## config.mk

```make
export PLATFORM = sky130hd
export DESIGN_NAME = spectrum_bars
export DESIGN_NICKNAME = d
export VERILOG_FILES = /design/src/rtl/spectrum_bars.sv
export SDC_FILE = /design/constraint.sdc
export NUM_CORES = 1
export LEC_CHECK = 0
export CORE_ASPECT_RATIO = 2
export CORE_MARGIN = 2
export CORE_UTILIZATION = 34
export DETAILED_ROUTE_END_ITERATION = 16
export GPL_TIMING_DRIVEN = 0
export PLACE_DENSITY = 0.54
export SLEW_MARGIN = 20
export SYNTH_ARGS = -nofsm -noshare
export SYNTH_HDL_FRONTEND = slang
export SYNTH_SLANG_ARGS = --single-unit
```

## constraint.sdc

```tcl
create_clock -name clk -period 8.3 [get_ports clk]
set_input_delay 1.66 -clock clk [delete_from_list [all_inputs] [get_ports clk]]
set_output_delay 1.66 -clock clk [all_outputs]
set_load 0.01 [all_outputs]
```

## src/rtl/spectrum_bars.sv

```systemverilog
// spectrum_bars: reduces each frame of N_BINS s.12 FFT magnitudes to N_BARS
// band maxima. The maxima are collected in a staging file and copied to the
// display file in a single COMMIT cycle. The display file is read through a
// registered port.
// Optional feature macro: PEAK_DECAY_EN. When it is defined, the display holds
// its peaks and each bar falls by DECAY per frame instead of being overwritten.
module spectrum_bars #(
    parameter int          N_BINS = 256,
    parameter int          N_BARS = 16,
    parameter logic [12:0] DECAY  = 13'd16
) (
    input  logic                      clk,
    input  logic                      rst,
    input  logic [12:0]               mag,
    input  logic                      mag_valid,
    input  logic                      mag_first,
    input  logic [$clog2(N_BARS)-1:0] rd_addr,
    output logic [12:0]               rd_data,
    output logic                      frame_done
);

    localparam int BPB     = N_BINS / N_BARS;
    localparam int BIN_W   = $clog2(N_BINS);
    localparam int BAR_W   = $clog2(N_BARS);
    localparam int LOG_BPB = $clog2(BPB);

    typedef enum logic [1:0] {IDLE, ACCUM, COMMIT} state_t;

    state_t state, state_nxt;
    logic   accept;
    logic   commit;

    logic [BIN_W-1:0] bin_cnt;
    logic [BIN_W-1:0] cur_idx;
    logic [BIN_W-1:0] idx_low;
    logic [BAR_W-1:0] cur_band;
    logic             band_start;
    logic             band_last;
    logic [12:0]      mag_c;
    logic [12:0]      band_max;
    logic [12:0]      new_max;

    logic [12:0] stage [N_BARS];
    logic [12:0] disp  [N_BARS];

    // A negative s.12 magnitude carries no energy: clamp it to zero.
    function automatic logic [12:0] clamp0(input logic [12:0] m);
        return m[12] ? 13'd0 : m;
    endfunction

`ifdef PEAK_DECAY_EN
    // Lower a held peak by DECAY, saturating at zero.
    function automatic logic [12:0] decay_sat0(input logic [12:0] v);
        logic signed [13:0] diff;
        diff = $signed({1'b0, v}) - $signed({1'b0, DECAY});
        return (diff < 0) ? 13'd0 : diff[12:0];
    endfunction
`else
    logic unused_decay;
    assign unused_decay = ^DECAY;
`endif

    // A bin flagged mag_first is always bin 0. In ACCUM this restarts the frame.
    assign cur_idx    = mag_first ? '0 : bin_cnt;
    assign idx_low    = cur_idx & BIN_W'(BPB - 1);
    assign cur_band   = BAR_W'(cur_idx >> LOG_BPB);
    assign band_start = (idx_low == '0);
    assign band_last  = (idx_low == BIN_W'(BPB - 1));
    assign mag_c      = clamp0(mag);
    assign new_max    = (band_start || (mag_c > band_max)) ? mag_c : band_max;

    // Frame sequencing: next state, bin acceptance and the commit strobe.
    always_comb begin
        state_nxt = state;
        accept    = 1'b0;
        commit    = 1'b0;
        case (state)
            IDLE: begin
                if (mag_valid && mag_first) begin
                    accept    = 1'b1;
                    state_nxt = ACCUM;
                end
            end
            ACCUM: begin
                if (mag_valid) begin
                    accept = 1'b1;
                end
            end
            COMMIT: begin
                commit    = 1'b1;
                state_nxt = IDLE;
            end
            default: state_nxt = IDLE;
        endcase
        if (accept && (cur_idx == BIN_W'(N_BINS - 1))) begin
            state_nxt = COMMIT;
        end
    end

    // State register.
    always_ff @(posedge clk) begin
        if (rst) begin
            state <= IDLE;
        end else begin
            state <= state_nxt;
        end
    end

    // Bin counting, running band maximum and write-back of finished bands to staging.
    always_ff @(posedge clk) begin
        if (rst) begin
            bin_cnt  <= '0;
            band_max <= '0;
            for (int b = 0; b < N_BARS; b++) begin
                stage[b] <= '0;
            end
        end else if (accept) begin
            bin_cnt  <= cur_idx + BIN_W'(1);
            band_max <= new_max;
            if (band_last) begin
                stage[cur_band] <= new_max;
            end
        end
    end

    // Copy the whole staging file into the display file in one cycle.
    always_ff @(posedge clk) begin
        if (rst) begin
            for (int b = 0; b < N_BARS; b++) begin
                disp[b] <= '0;
            end
        end else if (commit) begin
            for (int b = 0; b < N_BARS; b++) begin
`ifdef PEAK_DECAY_EN
                if (stage[b] > decay_sat0(disp[b])) begin
                    disp[b] <= stage[b];
                end else begin
                    disp[b] <= decay_sat0(disp[b]);
                end
`else
                disp[b] <= stage[b];
`endif
            end
        end
    end

    // Registered display read port and the frame-done pulse that follows the commit.
    always_ff @(posedge clk) begin
        if (rst) begin
            rd_data    <= '0;
            frame_done <= 1'b0;
        end else begin
            rd_data    <= disp[rd_addr];
            frame_done <= commit;
        end
    end

endmodule

```

**After elaboration in Yosys (flattened, before gate mapping)**

Memory sizes are Yosys's and may differ from the RTL's. A register that Yosys moved wholly into a read port is not among the register bits.
Index checks and enable logic that the tools add are counted.
Widths: inputs -> output; s select.

- Register bits: 24
- Bits in writable memories: 416
- Input bits: 21
- Output and inout port bits: 14
- Logic and storage cells: 80
- Memories kept: 2

Memories:

| name | depth | width | rd ports | clocked after Yosys merged registers in | wr ports | RTL line | text |
|---|---|---|---|---|---|---|---|
| disp | 16 | 13 | 1 | 1 | 16 | 44 | `logic [12:0] disp [N_BARS];` |
| stage | 16 | 13 | 16 | 0 | 16 | 43 | `logic [12:0] stage [N_BARS];` |

- $add $sub $neg: 1
- Magnitude comparators: 1
- Equal/unequal tests: 7
- Multiplexer cells: 38
- Bitwise operators: 17
- Reduce and logical (&&, ||, !) cells: 9

Operators by type and width:

| kind | number |
|---|---|
| $mux 13 | 18 |
| $or 1x1->1 | 16 |
| $gt 12x13->1 | 1 |
| $mux 1 | 13 |
| $reduce_or 13->1 | 1 |
| $mux 12 | 1 |
| $add 8x1->8 const B | 1 |
| $eq 8x8->1 const B | 1 |
| $logic_not 8->1 | 1 |
| $mux 8 | 1 |
| $eq 4x4->1 const B | 1 |
| $mux 2 | 2 |
| $mux 4 | 1 |
| $ne 2x2->1 const B | 2 |
| $pmux 2 s2 | 1 |
| $reduce_and 2->1 | 2 |
| $ne 3x3->1 const B | 1 |
| $eq 2x1->1 const B | 1 |
| $eq 2x2->1 const B | 1 |
| $logic_and 1x1->1 | 2 |
| $logic_not 2->1 | 1 |
| $pmux 1 s2 | 1 |
| $reduce_or 2->1 | 1 |
| $logic_or 1x1->1 | 1 |
| $not 1->1 | 1 |

**Logic depth before layout (Yosys ltp)**

Gate-level depths: netlist of the first run.

- Depth in word-level cells: 8
- Depth in mapped cells: 11
- Mapped depth without buffers: 8

**Worst setup path after synthesis of the first run**

Ideal clock, no wire load.

- Kind: input-to-reg
- Start point: in rst
- End point: mem disp[0][0] (enable)
- Library setup time: 1.637 ns
- Arrival time: 5.641 ns
- Required time: 6.663 ns
- Path slack: 1.021 ns
- Cell stages on the path: 4
- Buffers on the path: 2
- Cells stage by stage: buf_2 inv_2 clkbuf_1 nand2_1

RTL lines:

| element | RTL line | text |
|---|---|---|
| from (decl) | 13 | `input logic rst,` |
| to (decl) | 44 |  |

==> results by group, run 1 <==
Power
  • P_leak: 7.04 nW
  • Sequential share of power: a little over half
  • Power Dens Cells: approximately 220 mW/mm^2
  • Peak VDD IR: roughly 0.11 mV
  • Internal power: between 3 and 4 mW
  • Comb pwr share: approximately 7.0%
  • Switching power: 1.12 mW
  • Clock power share: between 30% and 40%
  • Overall power: approximately 5.0 mW
  • Switching part of the total: a little under a quarter

Synthesis
  • Xor and xnor area share after synthesis: less than 1%
  • Netlist Area Pre-Place: about 0.019 mm^2
  • Post-synth EDFFs: roughly 420
  • Post-Syn Nets: 1300
  • Largest family of logic cells by synthesized area: simple AND/OR/NAND/NOR gates
  • Seq/Total Area, Yosys: between 60% and 70%
  • Post-Synth Simple-Gate Area: roughly 12%
  • Post-synthesis register bit count: 453
  • Async set-or-reset flop fraction in the synthesized netlist: 0%
  • Compound-gate portion of the synthesized area: under 10%
  • YS warnings: 0
  • Post-synthesis adder-cell area fraction: less than 1%
  • Post-synth top flop: edfxtp_1
  • Mux cell area share after synthesis: around 8%
  • Synth Area per Inst: ~15 um^2
  • Yosys cell types: 54
  • Syn Inst Count: around 1300

Placed design
  • Gpl congestion: between 0.8 and 0.9
  • Pre-CTS setup slack: approximately 2.9 ns
  • Buffers on Ports: 32
  • Placed cells: between 2000 and 2500
  • Final HPWL DP: approximately 38 mm

Route
  • WL/cell: between 20 and 25 um
  • DR iter-0 viols: a little under 600
  • DRT Pass-1 Iters: 4
  • Vias per inst: ~5
  • DRC errors left: 0
  • Post-route ant nets: 0
  • Via count of the routed design: 10400
  • Routed wire length: 49.7 mm

Die
  • Initial Util: 34.4%
  • Die area: 0.0590 mm^2
  • Die W: 173 um
  • Die Y: between 300 and 400 um
  • Row count: 123
  • Core ar.: about 0.056 mm^2
  • Top-Level Pins: 35

Setup path
  • CP Class: in2reg
  • CP max FO: 13
  • Critical Path AT: 4.85 ns
  • Worst Reg-to-Reg Cells: 5
  • FF-to-FF Start: bin_cnt[4]
  • Crit start category: input port
  • Crit. End Element: register
  • Worst path required time: approximately 8.4 ns
  • R2R Path End: stage[0][0]
  • Flop2flop setup slack: roughly 5.1 ns

Outcome
  • Outcome: completed

STA
  • Final worst slack: about 3.6 ns
  • Final setup TNS: 0 ns
  • Final worst-path cycle share: between 50 and 60%
  • Unrepaired setup endpoints after global routing: false
  • Minimum clock period: 4.73 ns
  • Fin. Hold Viols: 0
  • Worst slew margin: between 30% and 40%
  • Slew Limit Fails: 0
  • Max Clk Rate: between 200 and 250 MHz
  • Worst-Margin Slew: 0.973 ns
  • Final Skew: about 0.022 ns
  • # setup viols final: 0

Clock tree
  • Max Root-Sink Buffers: 3
  • PostCTS Resize Cnt: 0
  • CTS Hold Bufs: 0
  • Clk slew on worst S/H paths: roughly 0.070 ns
  • CTS sink count: about 450
  • Post-CTS setup buffers: 0
  • Clock latency on the worst-skew pair: about 0.57 ns
  • CTS root buf: clkbuf_16
  • H-tree depth: 2
  • Cts bufs inserted: slightly above 40
  • CTS tree: yes

Global route
  • Global-route wire length before repair: roughly 73 mm
  • Vias in the first global route: ~11000
  • Initial antenna violation count: 0
  • Gr ovfl total: 0
  • Pin count of the biggest net entering global routing: 54
  • Tot GR Track Use: about 17%

Finish
  • Final core occ: between 30% and 40%
  • Fraction of layout cells with a size suffix above 1: between 10% and 20%
  • Final non-filler cell total: 2128
  • Nets: roughly 1400
  • # fillers: 5313
  • Area Growth Syn to Fin: 14.2%
  • N_diodes: 0

Min path
  • Worst Hold Launch: band_max[3]
  • Type of the worst min-delay path: reg2reg
  • Hold path depth: 2
  • Endpoint, Worst Hold: band_max[3]

Flow run
  • Max Cap Viol: 0
## worst max path at each step
stage	from	to	cells after the start
2_1_floorplan	rst	disp[0][0]	4
4_1_cts	mag_first	stage[0][0]	9
3_5_place_dp	mag_first	stage[0][0]	9
5_1_grt	mag[12]	stage[11][1]	10
6_report	mag_first	stage[0][0]	9
3_3_place_gp	rst	disp[9][2]	5
## sequential cells by signal, summed over array words and instances, names as in the netlist
register	flops
frame_done	1
rd_data	13
state	2
band_max	13
stage	208
bin_cnt	8
disp	208
## per-layer routing
layer | vias up | wire [um] | track usage (%)
met2 | 208 | 29900 | 36.0
met1 | 5259 | 15500 | 15.0
met3 | 113 | 1170 | 1.77
met4 | 0 | 3160 | 10.2
met5 | - | 0 | 0
li1 | 4861 | - | -
## stage by stage
stage          instance area, um^2  hold WS, ns
2_1_floorplan                19400        0.448
3_3_place_gp                 20600        0.461
3_5_place_dp                 20700        0.467
4_1_cts                      22100        0.477
5_1_grt                      22100        0.491
6_report                     22100        0.477
## cell usage after synthesis (16+ instances only)
cell type  instances  area share [%]
edfxtp_1         416              65
mux4_2            65             7.6
and2_1           146             4.7
buf_2             33            0.85
nor2b_1           97             3.1
a21oi_1          171             4.4
nand2_1           63             1.2
nor2_1            29            0.56
clkbuf_1          42            0.81
dfxtp_1           37             3.8
inv_1             16            0.31
a21oi_2           25             1.1
## critical path, cell delays in order
cell	delay (ns)
clkdlybuf4s50_1	0.65
buf_2	0.33
nor2b_1	0.11
ha_1	0.25
o2111ai_4	0.21
nor2_2	0.11
o21ai_0	0.38
clkbuf_1	0.53
nand2_1	0.59
## cell families after synthesis
| kind of cell | count (synthesis) |
|---|---|
| muxes | 78 |
| and+or+nand+nor | 376 |
| xor gates and xnor gates | 6 |
| DFF | 453 |
| buffers and inverters | 113 |
| AOI/OAI and AO/OA | 225 |
| adders and majority gates | 14 |
## cells in the final DEF (no fill, tap or decap), types with 4 or more instances in the layout
master           count
a21oi_1            171
a21oi_2             25
and2_1             146
buf_2               33
buf_4                9
buf_6                9
clkbuf_1            52
clkbuf_16           43
clkbuf_8             5
clkdlybuf4s50_1     32
clkinv_1             4
clkinv_2             5
dfxtp_1             37
edfxtp_1           416
ha_1                14
inv_1               16
mux2i_1             13
mux4_2              65
nand2_1             62
nand4_1              8
nand4_2              6
nor2_1              29
nor2b_1             97
o31ai_4             11
xnor2_1              4
## cell type report
| class | instances | area (um^2) | share of cell area, % |
|---|---|---|---|
| sequential | 453 | 13200 | 59.8 |
| multi-input combinational | 699 | 5580 | 25.2 |
| clock buffer | 58 | 1180 | 5.35 |
| tap | 750 | 938 | 4.24 |
| buffer | 96 | 507 | 2.29 |
| timing repair buffer | 37 | 427 | 1.93 |
| clock inverter | 18 | 188 | 0.849 |
| inverter | 17 | 63.8 | 0.289 |
## power groups by stage
stage | Sequential, mW | Clock (mW) | Combinational [mW]
after floorplan | 2.69 | 0 | 0.217
after global placement | 2.70 | 0 | 0.346
after detailed placement | 2.69 | 0 | 0.357
after CTS | 2.64 | 2.00 | 0.358
after global routing | 2.65 | 2.07 | 0.372
final | 2.64 | 1.97 | 0.349
Power figures use the tool's default switching activity.
==> run 2, diff against run 1 <==
clock period = 4.5 ns   (was 8.3 ns; I/O delays follow)
==> results by group, run 2 (same netlist as run 1, synthesis figures left out) <==
Route
  • Routed wire length: 49.3 mm (was 49.7 mm)
  • DR iter-0 viols: 582 (was 590)
  • DRT Pass-1 Iters: 5 (was 4)
  • Vias per inst: 4.97 (was 4.91)
  • Post-route ant nets: 0 (unchanged)
  • DRC errors left: 0 (unchanged)
  • Via count of the routed design: 10500 (was 10400)
  • WL/cell: 23.2 um (was 23.4 um)

Global route
  • Tot GR Track Use: 16.7% (was 17.1%)
  • Gr ovfl total: 0 (unchanged)
  • Vias in the first global route: 11400 (was 11300)
  • Global-route wire length before repair: 71.3 mm (was 73.0 mm)
  • Pin count of the biggest net entering global routing: 102 (was 54)
  • Initial antenna violation count: 1 (was 0)

Setup path
  • Slowest CP cell: nand4_1 (was clkdlybuf4s50_1)
  • CP max FO: 10 (was 13)
  • Delay of the slowest critical-path stage: 0.46 ns (was 0.65 ns)
  • Crit start category: input port (unchanged)
  • Worst path required time: 4.90 ns (was 8.43 ns)
  • FF-to-FF Start: bin_cnt[0] (was bin_cnt[4])
  • Cell mode on critical path: buf_2
  • Critical path startpoint: mag[12] (was mag_first)
  • Critical Path AT: 4.47 ns (was 4.85 ns)
  • CP Class: in2reg (unchanged)
  • Crit-path cells: clkdlybuf4s50_1, clkbuf_1, nor2b_1, ha_1, a211oi_2, nor2_1, o211ai_2, buf_2, nand4_1, buf_2, a21oi_1 (was clkdlybuf4s50_1, buf_2, nor2b_1, ha_1, o2111ai_4, nor2_2, o21ai_0, clkbuf_1, nand2_1)
  • Crit. End Element: register (unchanged)

STA
  • Final setup TNS: 0 ns (unchanged)
  • Final worst-path cycle share: between 90% and 100%
  • Max Clk Rate: between 200 and 250 MHz
  • Worst-Margin Slew: 0.935 ns (was 0.973 ns)
  • Slew Limit Fails: 0 (unchanged)
  • Worst slew margin: 37.7% (was 35.1%)
  • Final Skew: 0.0272 ns (was 0.0218 ns)
  • Fin. Hold Viols: 0 (unchanged)
  • Minimum clock period: between 4 and 5 ns
  • Unrepaired setup endpoints after global routing: false (unchanged)
  • # setup viols final: 0 (unchanged)

Clock tree
  • PostCTS Resize Cnt: 0 (unchanged)
  • Cts bufs inserted: 41 (unchanged)
  • CTS tree: yes (unchanged)
  • H-tree depth: 2 (unchanged)
  • Clock latency on the worst-skew pair: 0.57 ns (about the same)
  • Clk slew on worst S/H paths: 0.06 ns (was 0.07 ns)
  • CTS sink count: 453 (unchanged)
  • Post-CTS setup buffers: 0 (unchanged)
  • Max Root-Sink Buffers: 3 (unchanged)
  • CTS root buf: clkbuf_16 (unchanged)
  • CTS Hold Bufs: 0 (unchanged)

Finish
  • Largest registers: disp (208), stage (208) (unchanged)
  • Footprint of the multi-input gates: 0.00558 mm^2 (about the same)
  • Commonest cells after routing, fill and taps aside: 416 x edfxtp_1, 171 x a21oi_1, 146 x and2_1, 97 x nor2b_1, 65 x mux4_2 (unchanged)
  • Register area: 0.0132 mm^2 (unchanged)
  • Area Growth Syn to Fin: 13.7% (was 14.2%)
  • N_diodes: 0 (unchanged)
  • Final instance area: 0.0220 mm^2 (was 0.0221 mm^2)
  • Final non-filler cell total: 2123 (was 2128)
  • Commonest non-fill, non-tap cell in the layout: edfxtp_1 (unchanged)
  • Nets: 1378 (was 1380)
  • Fraction of layout cells with a size suffix above 1: 17.2% (was 17.6%)
  • # fillers: 5326 (was 5313)

Placed design
  • Gpl congestion: 0.812 (was 0.824)
  • Final HPWL DP: 37.6 mm (was 38.4 mm)
  • Placed cells: 2050 (was 2052)
  • Post-Place Cell Area: 0.0207 mm^2 (about the same)
  • Buffers on Ports: 32 (unchanged)

Die
  • Top-Level Pins: 35 (unchanged)
  • Die W: 173 um (unchanged)
  • Core ar.: 0.0563 mm^2 (unchanged)
  • Initial Util: 34.4% (unchanged)
  • Die Y: 341 um (unchanged)
  • Row count: 123 (unchanged)
  • Die area: 0.0590 mm^2 (unchanged)

Power
  • P_leak: 6.99 nW (was 7.04 nW)
  • Peak VDD IR: 0.218 mV (was 0.113 mV)
  • Power Dens Cells: 411 mW/mm^2 (was 224 mW/mm^2)
  • Overall power: 9.05 mW (was 4.96 mW)

Min path
  • Worst Hold Launch: band_max[2] (was band_max[3])
  • Type of the worst min-delay path: reg2reg (unchanged)

Flow run
  • Max Cap Viol: 0 (unchanged)

Outcome
  • Outcome: completed (unchanged)
[run 2: path summary, 6_finish.rpt]
kind | end | slack [ns] | cells after the start
setup reg to reg | stage[7][8] | 1.41 | 7
hold / removal | band_max[2] | 0.48 | 2
hold reg to reg | band_max[2] | 0.48 | 2
setup / recovery | stage[11][3] | 0.43 | 11
[run 2: metal layers]
metal	global-route usage, %	part of all wire, %	vias to the layer above
li1	-	-	4859
met1	14.0	30	5322
met2	36.7	62	255
met3	1.69	2.6	109
met4	8.60	4.7	0
met5	0	0	-
[run 2: cell type report]
cell class	instances	area share, %
repair buffers	35	1.76
clock buffers	51	4.92
inverters	17	0.290
plain buffers	96	2.30
multi-input cells	699	25.4
flip-flops and latches	453	60.1
clock inverters	22	0.983
well taps	750	4.26
[run 2: power breakdown]
part	leakage (nW)	total (mW)	switching, mW	internal, mW
Clock	0.632	3.54	1.59	1.95
Combinational	2.08	0.633	0.390	0.243
Sequential	4.27	4.88	0.0595	4.82
Total	6.99	9.05	2.04	7.01
[run 2: critical path: cells and delay by family]
family,cells,cell delay [ns]
AOI/OAI and AO/OA,3,0.80
and+or+nand+nor,3,1.01
buffers and inverters,4,1.39
adders and majority gates,1,0.34
[run 2: stage by stage]
step,utilization (%),hold WS (ns),setup slack [ns]
2_1_floorplan,-,0.448,0.0706
3_3_place_gp,36.6,0.468,-2.27
3_5_place_dp,36.8,0.471,-0.227
4_1_cts,39.1,0.481,0.358
5_1_grt,39.1,0.519,0.199
6_report,39.1,0.483,0.431
==> run 3, diff against run 2 <==
SLEW_MARGIN = 25   (was 20)
==> results by group, run 3 (same netlist as run 1, synthesis figures left out) <==
Die
  • Die Y: 341 um (unchanged)
  • Die area: 0.0590 mm^2 (unchanged)
  • Die W: 173 um (unchanged)
  • Top-Level Pins: 35 (unchanged)
  • Initial Util: 34.4% (unchanged)
  • Core ar.: 0.0563 mm^2 (unchanged)
  • Row count: 123 (unchanged)

Placed design
  • Buffers on Ports: 32 (unchanged)
  • Gpl congestion: 0.812 (unchanged)
  • Final HPWL DP: 37.7 mm (was 37.6 mm)
  • Post-Place Cell Area: 0.0207 mm^2 (unchanged)

STA
  • Final Skew: 0.0177 ns (was 0.0272 ns)
  • Fin. Hold Viols: 0 (unchanged)
  • Worst slew margin: 35.8% (was 37.7%)
  • # setup viols final: 0 (unchanged)
  • Max Clk Rate: 244 MHz (was 246 MHz)
  • Slew Limit Fails: 0 (unchanged)
  • Final worst-path cycle share: 91.2% (was 90.4%)
  • Minimum clock period: 4.10 ns (was 4.07 ns)
  • Unrepaired setup endpoints after global routing: false (unchanged)
  • Worst-Margin Slew: 0.963 ns (was 0.935 ns)

Clock tree
  • Post-CTS setup buffers: 0 (unchanged)
  • H-tree depth: 2 (unchanged)
  • Clk slew on worst S/H paths: 0.06 ns (about the same)
  • Cts bufs inserted: 41 (unchanged)
  • CTS tree: yes (unchanged)
  • Clock latency on the worst-skew pair: 0.56 ns (was 0.57 ns)
  • CTS root buf: clkbuf_16 (unchanged)
  • Max Root-Sink Buffers: 3 (unchanged)
  • CTS sink count: 453 (unchanged)
  • CTS Hold Bufs: 0 (unchanged)
  • PostCTS Resize Cnt: 0 (unchanged)

Finish
  • Commonest cells after routing, fill and taps aside: 416 x edfxtp_1, 171 x a21oi_1, 146 x and2_1, 97 x nor2b_1, 65 x mux4_2 (unchanged)
  • Area Growth Syn to Fin: 13.6% (was 13.7%)
  • Footprint of the multi-input gates: 0.00558 mm^2 (unchanged)
  • Commonest non-fill, non-tap cell in the layout: edfxtp_1 (unchanged)
  • Fraction of layout cells with a size suffix above 1: 16.9% (was 17.2%)
  • Largest registers: disp (208), stage (208) (unchanged)
  • Final instance area: 0.0220 mm^2 (about the same)
  • Register area: 0.0132 mm^2 (unchanged)
  • Nets: 1378 (unchanged)
  • # fillers: 5365 (was 5326)

Power
  • Power Dens Cells: 407 mW/mm^2 (was 411 mW/mm^2)
  • Overall power: 8.95 mW (was 9.05 mW)
  • P_leak: 6.97 nW (was 6.99 nW)
  • Peak VDD IR: 0.242 mV (was 0.218 mV)

Route
  • Vias per inst: 4.93 (was 4.97)
  • Via count of the routed design: 10500 (about the same)
  • DR iter-0 viols: 571 (was 582)
  • Post-route ant nets: 0 (unchanged)
  • DRC errors left: 0 (unchanged)
  • DRT Pass-1 Iters: 5 (unchanged)
  • Routed wire length: 48.7 mm (was 49.3 mm)
  • WL/cell: 22.9 um (was 23.2 um)

Global route
  • Pin count of the biggest net entering global routing: 92 (was 102)
  • Initial antenna violation count: 3 (was 1)
  • Gr ovfl total: 0 (unchanged)
  • Vias in the first global route: 11400 (about the same)
  • Tot GR Track Use: 16.6% (was 16.7%)
  • Global-route wire length before repair: 70.7 mm (was 71.3 mm)

Flow run
  • Max Cap Viol: 0 (unchanged)

Setup path
  • Worst path required time: 4.89 ns (was 4.90 ns)
  • R2R Path End: stage[3][0] (was stage[7][8])
  • CP Class: in2reg (unchanged)
  • Flop2flop setup slack: 1.41 ns (about the same)
  • Critical path startpoint: mag[12] (unchanged)
  • Crit. End Element: register (unchanged)
  • Critical Path AT: 4.49 ns (was 4.47 ns)
  • CP max FO: 10 (unchanged)
  • Worst Reg-to-Reg Cells: 7 (unchanged)
  • Worst Setup EP: stage[11][3] (unchanged)
  • FF-to-FF Start: bin_cnt[1] (was bin_cnt[0])
  • Crit start category: input port (unchanged)

Outcome
  • Outcome: completed (unchanged)

Min path
  • Type of the worst min-delay path: reg2reg (unchanged)
[run 3: cell types whose count changed in the layout (fill, tap and decap cells not counted)]
cell	before	now
clkinvlp_4	2	1
bufinv_16	4	2
inv_6	3	1
clkbuf_8	2	3
clkbuf_16	41	43
clkinv_2	5	3
diode_2	0	1
clkbuf_1	50	54
clkinv_1	8	6
[run 3: worst min-delay path by stage]
stage,startpoint,end,slack (ns),cells past startpoint
detailed placement,band_max[3],band_max[3],0.48,2
global route,band_max[3],band_max[3],0.51,2
CTS,band_max[1],band_max[1],0.49,2
floorplan,band_max[11],band_max[11],0.45,2
global placement,band_max[2],band_max[2],0.47,2
finish,band_max[1],band_max[1],0.48,2
[run 3: critical path, cell delays in order]
cell and delay [ns]:
clkdlybuf4s50_1 0.43, clkbuf_1 0.25, nor2b_1 0.43, ha_1 0.34, a211oi_2 0.33, nor2_1 0.12
o211ai_2 0.30, buf_2 0.33, nand4_1 0.46, buf_2 0.39, a21oi_1 0.19
[run 3: routing by layer]
metal / up-vias / routed length (um) / global-route usage (%)
met5: - / 13 / 0
met4: 2 / 2510 / 8.86
met3: 126 / 1220 / 1.88
met2: 230 / 30300 / 36.3
met1: 5261 / 14600 / 13.7
li1: 4846 / - / -
[run 3: final cells by class]
type                    instances  share of cell area, %
clock buffers                  58                   5.29
repair buffers                 35                   1.76
inverters                      17                  0.290
multi-input cells             699                   25.4
clock inverters                13                  0.518
well taps                     750                   4.27
diodes                          1                 0.0114
plain buffers                  96                   2.30
flip-flops and latches        453                   60.2
[run 3: through the flow]
stage	std cells	TNS, ns	worst slack (ns)	util [%]	hold slack (ns)
3_5_place_dp	2050	-9.45	-0.217	36.8	0.480
4_1_cts	2121	0	0.345	39.0	0.490
3_3_place_gp	2047	-477.65	-2.27	36.6	0.468
5_1_grt	2121	0	0.195	39.0	0.514
6_report	2122	0	0.397	39.0	0.482
2_1_floorplan	1265	0	0.0706	-	0.448
[run 3: report_power, final]
part,internal [mW],leakage [nW],switching [mW]
combinational,0.243,2.08,0.389
sequential,4.82,4.27,0.0590
clock,1.91,0.620,1.53
total,6.97,6.97,1.98
==> RTL edit (flow settings as in run 1) <==
The parameter `N_BARS` goes from 16 to 32.
--- a/src/rtl/spectrum_bars.sv
+++ b/src/rtl/spectrum_bars.sv
@@ -6,7 +6,7 @@
 // its peaks and each bar falls by DECAY per frame instead of being overwritten.
 module spectrum_bars #(
     parameter int          N_BINS = 256,
-    parameter int          N_BARS = 16,
+    parameter int          N_BARS = 32,
     parameter logic [12:0] DECAY  = 13'd16
 ) (
     input  logic                      clk,
Interface: changed (resized rd_addr); port bits go from 35 to 36. No check against the original RTL was run, so the function may have changed too.
==> RTL edit against run 1 <==
Setup slack worse by 1.4 ns; routed wire length up 130%; synthesized area up 86%; design area up 84%; sequential cell count up 416; die area up 84%; power up 86%; maximum frequency down 23%; clock power up 77%; combinational power up 84%; critical endpoint is now disp[12][5].
==> RTL edit: results (changes against run 1) <==
.. list-table::
   :header-rows: 1

   * - Metric
     - Value
   * - Top flop regs
     - disp x416, stage x416 (was disp x208, stage x208)
   * - Share of cell area taken by muxes after synthesis
     - 8.48% (was 8.23%)
   * - Post-Synthesis Net Count
     - 2352 (was 1300)
   * - Commonest cells in the synthesized netlist
     - sky130_fd_sc_hd__edfxtp_1 (832), sky130_fd_sc_hd__a21oi_1 (391), sky130_fd_sc_hd__and2_1 (237) (was sky130_fd_sc_hd__edfxtp_1 (416), sky130_fd_sc_hd__a21oi_1 (171), sky130_fd_sc_hd__and2_1 (146))
   * - Worst slack at placement
     - 1.55 ns (was 2.90 ns)
   * - Status
     - completed (unchanged)
   * - Post-DR wirelength/cell
     - 29.3 um (was 23.4 um)
   * - Proportion of layout cells with a drive suffix above 1
     - 12.5% (was 17.6%)
   * - Weighted congestion at the end of routability-driven global placement
     - 0.887 (was 0.824)
   * - CTS Buf Count
     - 74 (was 41)
   * - Placed Cells incl. Taps
     - 3717 (was 2052)
   * - Number of distinct library cells after synthesis
     - 46 (was 54)
   * - Cell count of the worst reg-to-reg path
     - 9 (was 5)
   * - Instance area at placement
     - 38300 um^2 (was 20700 um^2)
   * - Synth Area in Compound Gates
     - 6.49% (was 7.66%)
   * - Switching power
     - 2.13 mW (was 1.12 mW)
   * - Via count
     - 20400 (was 10400)
   * - Global-route wire length before repair
     - 157 mm (was 73.0 mm)
   * - Adder-cell share of the synthesized area
     - 0.522% (was 0.905%)
   * - Sequential cell area fraction in the yosys report
     - 71.5% (was 68.4%)
   * - Final Instance Count excl. Fillers
     - 3852 (was 2128)
   * - Endpoint, Worst Hold
     - state[0] (was band_max[3])
   * - Delay of the slowest cell on the worst path
     - 0.92 ns (was 0.65 ns)
   * - Worst IR Drop VDD
     - 0.149 mV (was 0.113 mV)
   * - Critical Path Fanout Max
     - 55 (was 13)
   * - Post-Route Hold Slack
     - 0.490 ns (was 0.477 ns)
   * - Initial antenna violation count
     - 4 (was 0)
   * - Arr. time, crit path
     - 6.45 ns (was 4.85 ns)
   * - Filler cell count
     - 9497 (was 5313)
   * - Global-route usage over all layers
     - 21.1% (was 17.1%)
   * - Maximum number of pins on one net before global-route repair
     - 59 (was 54)
==> RTL edit: cell families (layout without fill, tap and decap cells) <==
family,after synthesis,in the layout
AOI/OAI and AO/OA,434,434
muxes,142,142
buffers and inverters,220,396
and+or+nand+nor,632,632
other,0,1
xor gates and xnor gates,3,3
adders and majority gates,15,15
DFF,869,869
==> RTL edit: per-stage QoR <==
stage	utilization, %	total power, mW	TNS, ns
finish	38.7	9.24	0
floorplan	-	5.55	0
CTS	38.7	9.30	0
detailed placement	36.5	5.86	0
global placement	36.2	5.87	-1825.43
global route	38.7	9.47	0
==> RTL edit: worst reg2reg max path, stage by stage (launching register included) <==
cell and delay (ns):
sky130_fd_sc_hd__dfxtp_1 0.41, sky130_fd_sc_hd__inv_1 0.07, sky130_fd_sc_hd__ha_1 0.30, sky130_fd_sc_hd__a211oi_1 0.32, sky130_fd_sc_hd__nor2_1 0.12, sky130_fd_sc_hd__o211ai_1 0.40, sky130_fd_sc_hd__buf_2 0.29, sky130_fd_sc_hd__nand4_1 0.67
sky130_fd_sc_hd__clkbuf_1 0.62, sky130_fd_sc_hd__nor2_1 0.27
==> RTL edit: per-layer routing <==
layer  part of all wire (%)  wire length [um]  global-route usage (%)  up-vias
met5                  0.032                36                       0        -
met4                    7.6              8580                    14.1        6
met3                    4.8              5400                    3.38      262
met2                     58             65500                    41.6      774
met1                     30             33500                    19.0    10400
li1                       -                 -                       -     8883
==> RTL edit: layout make-up <==
| class | instances | area (um^2) | share of cell area [%] |
|---|---|---|---|
| timing repair buffer | 42 | 553 | 1.36 |
| sequential | 869 | 25700 | 63.4 |
| tap | 1360 | 1700 | 4.19 |
| clock inverter | 42 | 360 | 0.888 |
| antenna | 1 | 2.50 | 0.00616 |
| multi-input combinational | 1226 | 9390 | 23.1 |
| inverter | 15 | 56.3 | 0.139 |
| buffer | 205 | 847 | 2.09 |
| clock buffer | 92 | 1960 | 4.83 |
==> RTL edit: worst max-delay path by stage <==
stage | from | end | slack [ns] | cells after the start
4_1_cts | rst | disp[20][12] | 2.24 | 8
3_3_place_gp | rst | disp[13][5] | -4.47 | 5
6_report | rst | disp[12][5] | 2.18 | 8
3_5_place_dp | rst | disp[14][4] | 1.55 | 8
5_1_grt | rst | disp[12][5] | 2.13 | 8
2_1_floorplan | rst | disp[0][0] | 0.05 | 4
==> RTL edit: power by group through the flow <==
stage	clock network [mW]	registers, mW	logic (mW)
2_1_floorplan	0	5.20	0.351
3_3_place_gp	0	5.24	0.624
3_5_place_dp	0	5.22	0.646
4_1_cts	3.53	5.12	0.647
5_1_grt	3.67	5.14	0.665
6_report	3.48	5.12	0.643
